### src/rtl/decode_stage.sv
// decode_stage: RV32I decode stage feeding the ALU.
// Reads operands from the register file, forms ALU-ready fn/funct7/a/b and
// registers the decoded bundle behind a valid/ready handshake (1-cycle latency).
// Optional feature: define DECODE_SKID_EN to use a 2-entry skid buffer with a
// registered in_ready instead of the single output register.
module decode_stage #(
    parameter int WIDTH = 32
) (
    input  logic             clk,
    input  logic             rst,
    input  logic             in_valid,
    output logic             in_ready,
    input  logic [31:0]      instr,
    input  logic [WIDTH-1:0] pc,
    output logic [4:0]       rs1_addr,
    output logic [4:0]       rs2_addr,
    input  logic [WIDTH-1:0] rs1_data,
    input  logic [WIDTH-1:0] rs2_data,
    input  logic             flush,
    output logic             out_valid,
    input  logic             out_ready,
    output logic [2:0]       fn,
    output logic [6:0]       funct7,
    output logic [WIDTH-1:0] a,
    output logic [WIDTH-1:0] b,
    output logic [4:0]       rd,
    output logic             is_branch,
    output logic [WIDTH-1:0] branch_target,
    output logic             illegal
);

    typedef struct packed {
        logic [2:0]       fn;
        logic [6:0]       funct7;
        logic [WIDTH-1:0] a;
        logic [WIDTH-1:0] b;
        logic [4:0]       rd;
        logic             isBranch;
        logic [WIDTH-1:0] target;
        logic             illegal;
    } bundle_t;

    localparam logic [6:0] OpReg   = 7'b0110011;
    localparam logic [6:0] OpImm   = 7'b0010011;
    localparam logic [6:0] OpBr    = 7'b1100011;
    localparam logic [6:0] OpLui   = 7'b0110111;
    localparam logic [6:0] OpAuipc = 7'b0010111;

    logic [6:0]       opcode;
    logic [2:0]       funct3;
    logic [WIDTH-1:0] rs1Val;
    logic [WIDTH-1:0] rs2Val;
    logic [WIDTH-1:0] uImm;
    bundle_t          decoded;
    bundle_t          outBundle;
    logic             accept;

    assign opcode   = instr[6:0];
    assign funct3   = instr[14:12];
    assign rs1_addr = instr[19:15];
    assign rs2_addr = instr[24:20];

    // x0 always reads as zero, whatever the register file returns
    assign rs1Val = (rs1_addr == 5'd0) ? '0 : rs1_data;
    assign rs2Val = (rs2_addr == 5'd0) ? '0 : rs2_data;
    assign uImm   = WIDTH'(signed'({instr[31:12], 12'b0}));

    // Combinational decode of the incoming instruction into ALU-ready form
    always_comb begin
        decoded = '0;
        unique case (opcode)
            OpReg: begin
                decoded.fn     = funct3;
                decoded.funct7 = instr[31:25];
                decoded.a      = rs1Val;
                decoded.b      = rs2Val;
                decoded.rd     = instr[11:7];
            end
            OpImm: begin
                decoded.fn = funct3;
                decoded.a  = rs1Val;
                decoded.rd = instr[11:7];
                if (funct3 == 3'b001 || funct3 == 3'b101) begin
                    decoded.b = WIDTH'(instr[24:20]);
                end else begin
                    decoded.b = WIDTH'(signed'(instr[31:20]));
                end
                if (funct3 == 3'b101) begin
                    decoded.funct7 = instr[31:25];
                end
            end
            OpBr: begin
                decoded.fn       = funct3;
                decoded.a        = rs1Val;
                decoded.b        = rs2Val;
                decoded.isBranch = 1'b1;
                decoded.target   = pc + WIDTH'(signed'({instr[31], instr[7],
                                        instr[30:25], instr[11:8], 1'b0}));
            end
            OpLui: begin
                decoded.b  = uImm;
                decoded.rd = instr[11:7];
            end
            OpAuipc: begin
                decoded.a  = pc;
                decoded.b  = uImm;
                decoded.rd = instr[11:7];
            end
            default: begin
                decoded.illegal = 1'b1;
            end
        endcase
    end

`ifdef DECODE_SKID_EN
    typedef enum logic [1:0] {
        EMPTY = 2'd0,
        BUSY  = 2'd1,
        FULL  = 2'd2
    } skid_state_t;

    skid_state_t state_q;
    bundle_t     head_q;
    bundle_t     skid_q;
    logic        inReady_q;
    logic        outValid_q;

    assign in_ready  = inReady_q;
    assign accept    = in_valid && inReady_q;
    assign out_valid = outValid_q;
    assign outBundle = head_q;

    // Skid FSM: head register drives the outputs, skid catches one extra bundle while stalled
    always_ff @(posedge clk or posedge rst) begin
        if (rst) begin
            state_q    <= EMPTY;
            head_q     <= '0;
            skid_q     <= '0;
            inReady_q  <= 1'b1;
            outValid_q <= 1'b0;
        end else if (flush) begin
            state_q    <= EMPTY;
            inReady_q  <= 1'b1;
            outValid_q <= 1'b0;
        end else begin
            unique case (state_q)
                EMPTY: begin
                    if (accept) begin
                        head_q     <= decoded;
                        state_q    <= BUSY;
                        outValid_q <= 1'b1;
                    end
                end
                BUSY: begin
                    if (accept && !out_ready) begin
                        skid_q    <= decoded;
                        state_q   <= FULL;
                        inReady_q <= 1'b0;
                    end else if (accept) begin
                        head_q <= decoded;
                    end else if (out_ready) begin
                        state_q    <= EMPTY;
                        outValid_q <= 1'b0;
                    end
                end
                FULL: begin
                    if (out_ready) begin
                        head_q    <= skid_q;
                        state_q   <= BUSY;
                        inReady_q <= 1'b1;
                    end
                end
                default: begin
                    state_q    <= EMPTY;
                    inReady_q  <= 1'b1;
                    outValid_q <= 1'b0;
                end
            endcase
        end
    end
`else
    logic    outValid_q;
    bundle_t bundle_q;

    assign in_ready  = !outValid_q || out_ready;
    assign accept    = in_valid && in_ready;
    assign out_valid = outValid_q;
    assign outBundle = bundle_q;

    // Single output register: load on accept, hold while stalled, flush wins over accept
    always_ff @(posedge clk or posedge rst) begin
        if (rst) begin
            outValid_q <= 1'b0;
            bundle_q   <= '0;
        end else if (flush) begin
            outValid_q <= 1'b0;
        end else if (accept) begin
            outValid_q <= 1'b1;
            bundle_q   <= decoded;
        end else if (out_ready) begin
            outValid_q <= 1'b0;
        end
    end
`endif

    assign fn            = outBundle.fn;
    assign funct7        = outBundle.funct7;
    assign a             = outBundle.a;
    assign b             = outBundle.b;
    assign rd            = outBundle.rd;
    assign is_branch     = outBundle.isBranch;
    assign branch_target = outBundle.target;
    assign illegal       = outBundle.illegal;

endmodule

### config.mk
export PLATFORM = sky130hd
export DESIGN_NAME = decode_stage
export DESIGN_NICKNAME = d
export VERILOG_FILES = /design/src/rtl/decode_stage.sv
export SDC_FILE = /design/constraint.sdc
export NUM_CORES = 1
export LEC_CHECK = 0
export CORE_ASPECT_RATIO = 1.4
export CORE_MARGIN = 8
export CORE_UTILIZATION = 40
export CTS_CLUSTER_SIZE = 24
export DETAILED_ROUTE_END_ITERATION = 8
export GPL_TIMING_DRIVEN = 0
export PLACE_DENSITY = 0.72
export SLEW_MARGIN = 20
export SYNTH_ARGS = -nofsm -noshare
export SYNTH_HDL_FRONTEND = slang
export SYNTH_SLANG_ARGS = --single-unit
### constraint.sdc
create_clock -name clk -period 4.8 [get_ports clk]
set_clock_uncertainty 0.05 [all_clocks]
set_input_delay 0.96 -clock clk [delete_from_list [all_inputs] [get_ports clk]]
set_output_delay 0.96 -clock clk [all_outputs]
set_load 0.05 [all_outputs]
==> results of run 1 <==
==> power groups by stage <==
| stage | clock network [mW] | logic [mW] | registers [mW] |
|---|---|---|---|
| floorplan | 0 | 0.310 | 1.20 |
| global placement | 0 | 0.778 | 1.04 |
| detailed placement | 0 | 0.786 | 1.05 |
| CTS | 1.41 | 0.790 | 1.03 |
| global route | 1.47 | 0.841 | 1.03 |
| finish | 1.40 | 0.788 | 1.03 |
==> layer usage <==
metal | part of all wire | vias to the layer above
li1 | - | 3255
met5 | 0 | -
met1 | 0.40 | 3341
met4 | 0.030 | 0
met2 | 0.52 | 255
met3 | 0.053 | 44
==> worst paths after layout <==
| path | start | endpoint | slack, ps |
|---|---|---|---|
| setup / recovery | instr[23] | rs2_addr[3] | 1360 |
| hold / removal | fn[2] | fn[2] | 420 |
| setup reg to reg | out_valid | branch_target[24] | 2510 |
| hold reg to reg | fn[2] | fn[2] | 420 |
| max in group asynchronous | rst | is_branch | 3090 |
| min in group asynchronous | rst | b[14] | 890 |
==> registers in the layout (all words and copies together), names as in the netlist, 3 cells and up <==
register / cells
b: 32
funct7: 7
fn: 3
rd: 5
a: 32
branch_target: 32
==> critical path: cells and delay by family <==
kind                   cells  cell delay, ps
buffers and inverters      3            1470
==> layout by cell type, fill, tap and decap left out, types with 17 or more instances in the layout <==
cell and instances:
clkdlybuf4s50_1 256, dfrtp_1 114, nand2_1 93, nor2_1 86, o21ai_0 62, a221oi_1 53
a21oi_1 33, ha_1 30, clkbuf_1 27, clkbuf_16 17
==> logic make-up (layout without fill, tap and decap cells) <==
| kind of cell | Yosys count | count (layout) | synth area share |
|---|---|---|---|
| adder cells (fa/ha/maj) | 31 | 31 | 0.0590 |
| AO/OA/AOI/OAI | 244 | 244 | 0.261 |
| flip-flops | 114 | 114 | 0.426 |
| multiplexers | 3 | 3 | 0.00448 |
| AND/OR/NAND/NOR | 252 | 252 | 0.177 |
| other | 0 | 2 | 0 |
| XOR/XNOR | 21 | 21 | 0.0275 |
| buffers and inverters | 64 | 354 | 0.0454 |
==> layout make-up <==
cell class                 count  area share
timing repair buffer         258       0.254
antenna                        2    0.000490
clock buffer                  19      0.0443
multi-input combinational    551       0.348
clock inverter                13      0.0193
tap                          203      0.0248
sequential                   114       0.279
buffer                        52      0.0253
inverter                      12     0.00490
==> results.py, run 1 <==
metrics = {
    "place": {
        "placedCellCount": 1190,
        "place_congestion": 0.858,
        "post_dp_cell_area_sq_um": 9570,
        "pre_cts_ws_ps": 446,
        "io_buffers": 257,
        "dp_hpwl_mm": 20.6,
    },
    "finish": {
        "area_growth_pct": 52.6,
        "layout-drive-gt1-share": 0.0815,
        "instances_no_fill": 1224,
        "regArea_sq_um": 2850,
        "final_core_util": 0.616,
        "postLayoutCellArea_sq_um": 10200,
        "nets": 1170,
        "multi_input_area_sq_um": 3550,
        "final.fill_count": 1473,
    },
    "setup_path": {
        "worstSetupPathType": "input port to output port",
        "r2r_cells": 8,
        "cpMaxStageDelayCell": "clkdlybuf4s50_1",
        "arrival_ps": 2430,
        "end_kind": "output port",
        "slowest_delay_ps": 790,
        "required_ps": 3790,
        "critPathLaunchType": "input port",
        "cp_max_fo": 4,
        "path_cells": "clkdlybuf4s50_1 -> buf_4 -> clkdlybuf4s50_1",
        "cpMostUsedCell": "clkdlybuf4s50_1",
    },
    "clock_network": {
        "cts.path.max_buffers": 2,
        "clk_latency_ps": 410,
        "cts_tree": "done",
        "holdBufCountCts": 0,
        "cts_setup_buffers": 0,
        "path_clk_slew_ps": 60,
        "root_buffer": "clkbuf_16",
        "cts.repair.resized": 0,
        "numCtsBuffers": 17,
        "clkSinkCount": 114,
        "h-tree-depth": 4,
    },
    "global_route": {
        "grt_pass1_vias": 7042,
        "grt_use_met1": 0.271,
        "grt_use_met3": 0.0564,
        "grt_util_met2": 0.434,
        "top_usage_layer": "met2",
        "grt_pass1_wl_mm": 40.1,
        "grtUsageTotal": 0.243,
        "antenna_found_initial": 2,
        "grt_max_degree": 71,
        "grt-ovfl-total": 0,
    },
    "power": {
        "seq_power_share": 0.320,
        "p_clk_frac": 0.436,
        "p_sw_uw": 999,
        "p_sw_frac": 0.310,
        "power_mw": 3.22,
        "pwr-share-comb": 0.245,
        "cell_internal_pwr_mw": 2.22,
        "peakVddDrop_mv": 0.173,
        "leakagePower_nw": 4.25,
        "power.density_nw_per_um2": 315,
    },
    "yosys": {
        "async_reset_ff_frac": 1.00,
        "synthCells": 729,
        "ys_ff_latch": 114,
        "synth_commonest_cells": "dfrtp_1, nand2_1, nor2_1, o21ai_0, a221oi_1",
        "syn-num-nets": 893,
        "ys_types": 69,
        "netlist_area_sq_um": 6700,
        "synth-main-ff-cell": "dfrtp_1",
        "synth_edf_count": 0,
        "synth_top_cells_by_area": "dfrtp_1, a221oi_1, ha_1",
        "synth_top_area_share": 0.426,
        "syn_area_per_cell_sq_um": 9.19,
        "synth_warnings": 0,
        "yosysTopAreaCell": "dfrtp_1",
        "synth-seq-area-share": 0.426,
        "synth.most_common_cell": "dfrtp_1",
    },
    "die": {
        "rows": 56,
        "die_h_um": 169,
        "initial_core_util": 0.403,
        "die_w_um": 125,
        "core-area_sq_um": 16600,
        "dieArea_sq_um": 21200,
        "io_pins": 258,
    },
    "timing": {
        "timing.hold.ws_ps": 418,
        "finalCriticalPeriod_ps": 3440,
        "setup_ws_ps": 1360,
        "slew_headroom": 0.362,
        "worst_pin_slew_ps": 950,
        "fmax_ghz": 0.290,
        "final_max_slew_viol_count": 0,
        "final-setup-viol-count": 0,
        "hold_viol": 0,
        "rsz0062_at_grt": "false",
        "setup_tns_ps": 0,
        "fin_crit_sh": 0.717,
    },
    "detailed_routing": {
        "drt_iter0_markers": 570,
        "avgRoutedWirePerCell_um": 21.4,
        "viasPerCell": 5.63,
        "postRouteAntennaNets": 0,
        "drt_pass1_iterations": 5,
        "via_count": 6895,
        "drt-total-wl_mm": 26.2,
        "drcViolationCount": 0,
    },
    "min_path": {
        "hold_depth": 2,
        "hold_class": "flip-flop to flip-flop",
    },
    "status": {
        "status": "finished, final reports clean",
    },
    "flow_run": {
        "cap_violations": 0,
    },
}
Note: power is estimated with default switching activity, not from simulation.
==> run 2, diff against run 1 <==
==> constraint.sdc (replaced) <==
create_clock -name clk -period 3.4 [get_ports clk]
set_clock_uncertainty 0.05 [all_clocks]
set_input_delay 0.68 -clock clk [delete_from_list [all_inputs] [get_ports clk]]
set_output_delay 0.68 -clock clk [all_outputs]
set_load 0.05 [all_outputs]
==> run 2 against run 1 <==
Against the previous run:
- largest power group unchanged
- die area unchanged
- largest cell class unchanged
- non-clock buffer count up 2
- design area down 0.36%
==> results.py, run 2 (same netlist as run 1, synthesis figures left out) <==
metrics = {
    "detailed_routing": {
        "postRouteAntennaNets": 0,
        "drcViolationCount": 0,
        "viasPerCell": 5.62,
        "drt_iter0_markers": 576,
        "drt_pass1_iterations": 5,
        "avgRoutedWirePerCell_um": 21.2,
        "via_count": 6874,
        "drt-total-wl_mm": 25.9,
    },
    "power": {
        "power.density_nw_per_um2": 429,
        "leakagePower_nw": 4.24,
        "p_sw_mw": 1.34,
        "p_clk_frac": 0.413,
        "seq_power_share": 0.332,
        "peakVddDrop_mv": 0.224,
        "power_mw": 4.37,
        "p_sw_frac": 0.307,
        "cell_internal_pwr_mw": 3.03,
        "pwr-share-comb": 0.256,
    },
    "setup_path": {
        "path_cells": "clkdlybuf4s50_1 -> ha_1 -> inv_1 -> fa_1 -> and2b_1 -> o211ai_1 -> a31oi_4 -> a31o_4 -> a21oi_2 -> or4_1 -> nand3_1",
        "cp_max_fo": 4,
        "slowest_delay_ps": 510,
        "cp-startpoint": "instr[8]",
        "cp_top_family": "simple AND/OR/NAND/NOR gates",
        "worstSetupPathType": "input port to flip-flop",
        "end_kind": "flip-flop",
        "r2r-start": "out_valid",
        "arrival_ps": 3370,
        "crit_buf_inv": 2,
        "cpMaxStageDelayCell": "clkdlybuf4s50_1",
        "required_ps": 3700,
        "critPathLaunchType": "input port",
        "ff2ff_setup_slack_ps": 1210,
    },
    "global_route": {
        "grt_pass1_vias": 7052,
        "grt-ovfl-total": 0,
        "grt_pass1_wl_mm": 39.9,
        "grt_max_degree": 34,
        "grtUsageTotal": 0.242,
        "antenna_found_initial": 1,
    },
    "timing": {
        "timing.hold.ws_ps": 424,
        "final-setup-viol-count": 0,
        "slew_headroom": 0.372,
        "fmax_ghz": 0.325,
        "setup_tns_ps": 0,
        "rsz0062_at_grt": "false",
        "fin_crit_sh": 0.904,
        "final_max_slew_viol_count": 0,
        "hold_viol": 0,
        "finalCriticalPeriod_ps": 3070,
        "worst_pin_slew_ps": 934,
    },
    "finish": {
        "area_growth_pct": 52.0,
        "postLayoutCellArea_sq_um": 10200,
        "mostFrequentLayoutCells": "clkdlybuf4s50_1, dfrtp_1, nand2_1",
        "final_core_util": 0.613,
        "layout-drive-gt1-share": 0.0794,
        "final_common_cell": "clkdlybuf4s50_1",
        "nets": 1172,
    },
    "place": {
        "dp_hpwl_mm": 20.5,
        "place_congestion": 0.884,
        "io_buffers": 257,
        "post_dp_cell_area_sq_um": 9600,
    },
    "clock_network": {
        "numCtsBuffers": 17,
        "holdBufCountCts": 0,
        "cts_tree": "done",
        "clkSinkCount": 114,
        "h-tree-depth": 4,
        "cts_setup_buffers": 0,
        "clk_latency_ps": 410,
        "cts.path.max_buffers": 2,
        "root_buffer": "clkbuf_16",
        "path_clk_slew_ps": 50,
    },
    "die": {
        "io_pins": 258,
        "initial_core_util": 0.403,
        "die_w_um": 125,
        "rows": 56,
        "core-area_sq_um": 16600,
        "die_h_um": 169,
        "dieArea_sq_um": 21200,
    },
    "flow_run": {
        "cap_violations": 0,
    },
    "min_path": {
        "hold_class": "flip-flop to flip-flop",
        "hold_start": "fn[1]",
    },
    "status": {
        "status": "finished, final reports clean",
    },
}
run 2: tightest hold or removal path: stages, from the launching register on:
cell and delay (ps):
dfrtp_1 340, nand2_1 50, nand2_1 50
run 2: final cells by class:
| class | instances | area (sq um) |
|---|---|---|
| fillers | 1465 | 6420 |
| plain buffers | 52 | 259 |
| well taps | 203 | 254 |
| clock inverters | 10 | 135 |
| clock buffers | 21 | 450 |
| inverters | 12 | 48.8 |
| multi-input cells | 551 | 3550 |
| flip-flops and latches | 114 | 2850 |
| diodes | 1 | 2.50 |
| repair buffers | 260 | 2630 |
run 2: routing by layer:
layer / routed length, um / vias to the layer above / GRT usage
met5: 0 / - / 0
met2: 13600 / 280 / 0.442
li1: - / 3253 / -
met4: 769 / 0 / 0.111
met3: 1340 / 41 / 0.0535
met1: 10200 / 3300 / 0.264
run 2: worst paths after layout:
check / cells past startpoint / end
max: 11 / branch_target[23]
min: 2 / fn[1]
max reg2reg: 8 / branch_target[27]
min reg2reg: 2 / fn[1]
max in group asynchronous: 3 / b[13]
min in group asynchronous: 2 / a[3]
run 2: power groups by stage:
stage / registers (mW) / clock network [mW] / logic, mW
finish: 1.45 / 1.80 / 1.12
global route: 1.46 / 1.89 / 1.20
CTS: 1.45 / 1.83 / 1.12
detailed placement: 1.47 / 0 / 1.12
global placement: 1.47 / 0 / 1.10
floorplan: 1.69 / 0 / 0.438
run 2: what timing repair did:
action	4_1_cts	5_1_grt
endpoints found under the setup margin	12	6
gates cloned	0	0
resized for setup	1	2
endpoints found under the hold margin	0	0
run 2: stage by stage:
step,instances,worst slack [ps]
floorplan,729,676
global placement,1189,-644
detailed placement,1192,-625
CTS,1223,74.9
global route,1224,241
finish,1224,326
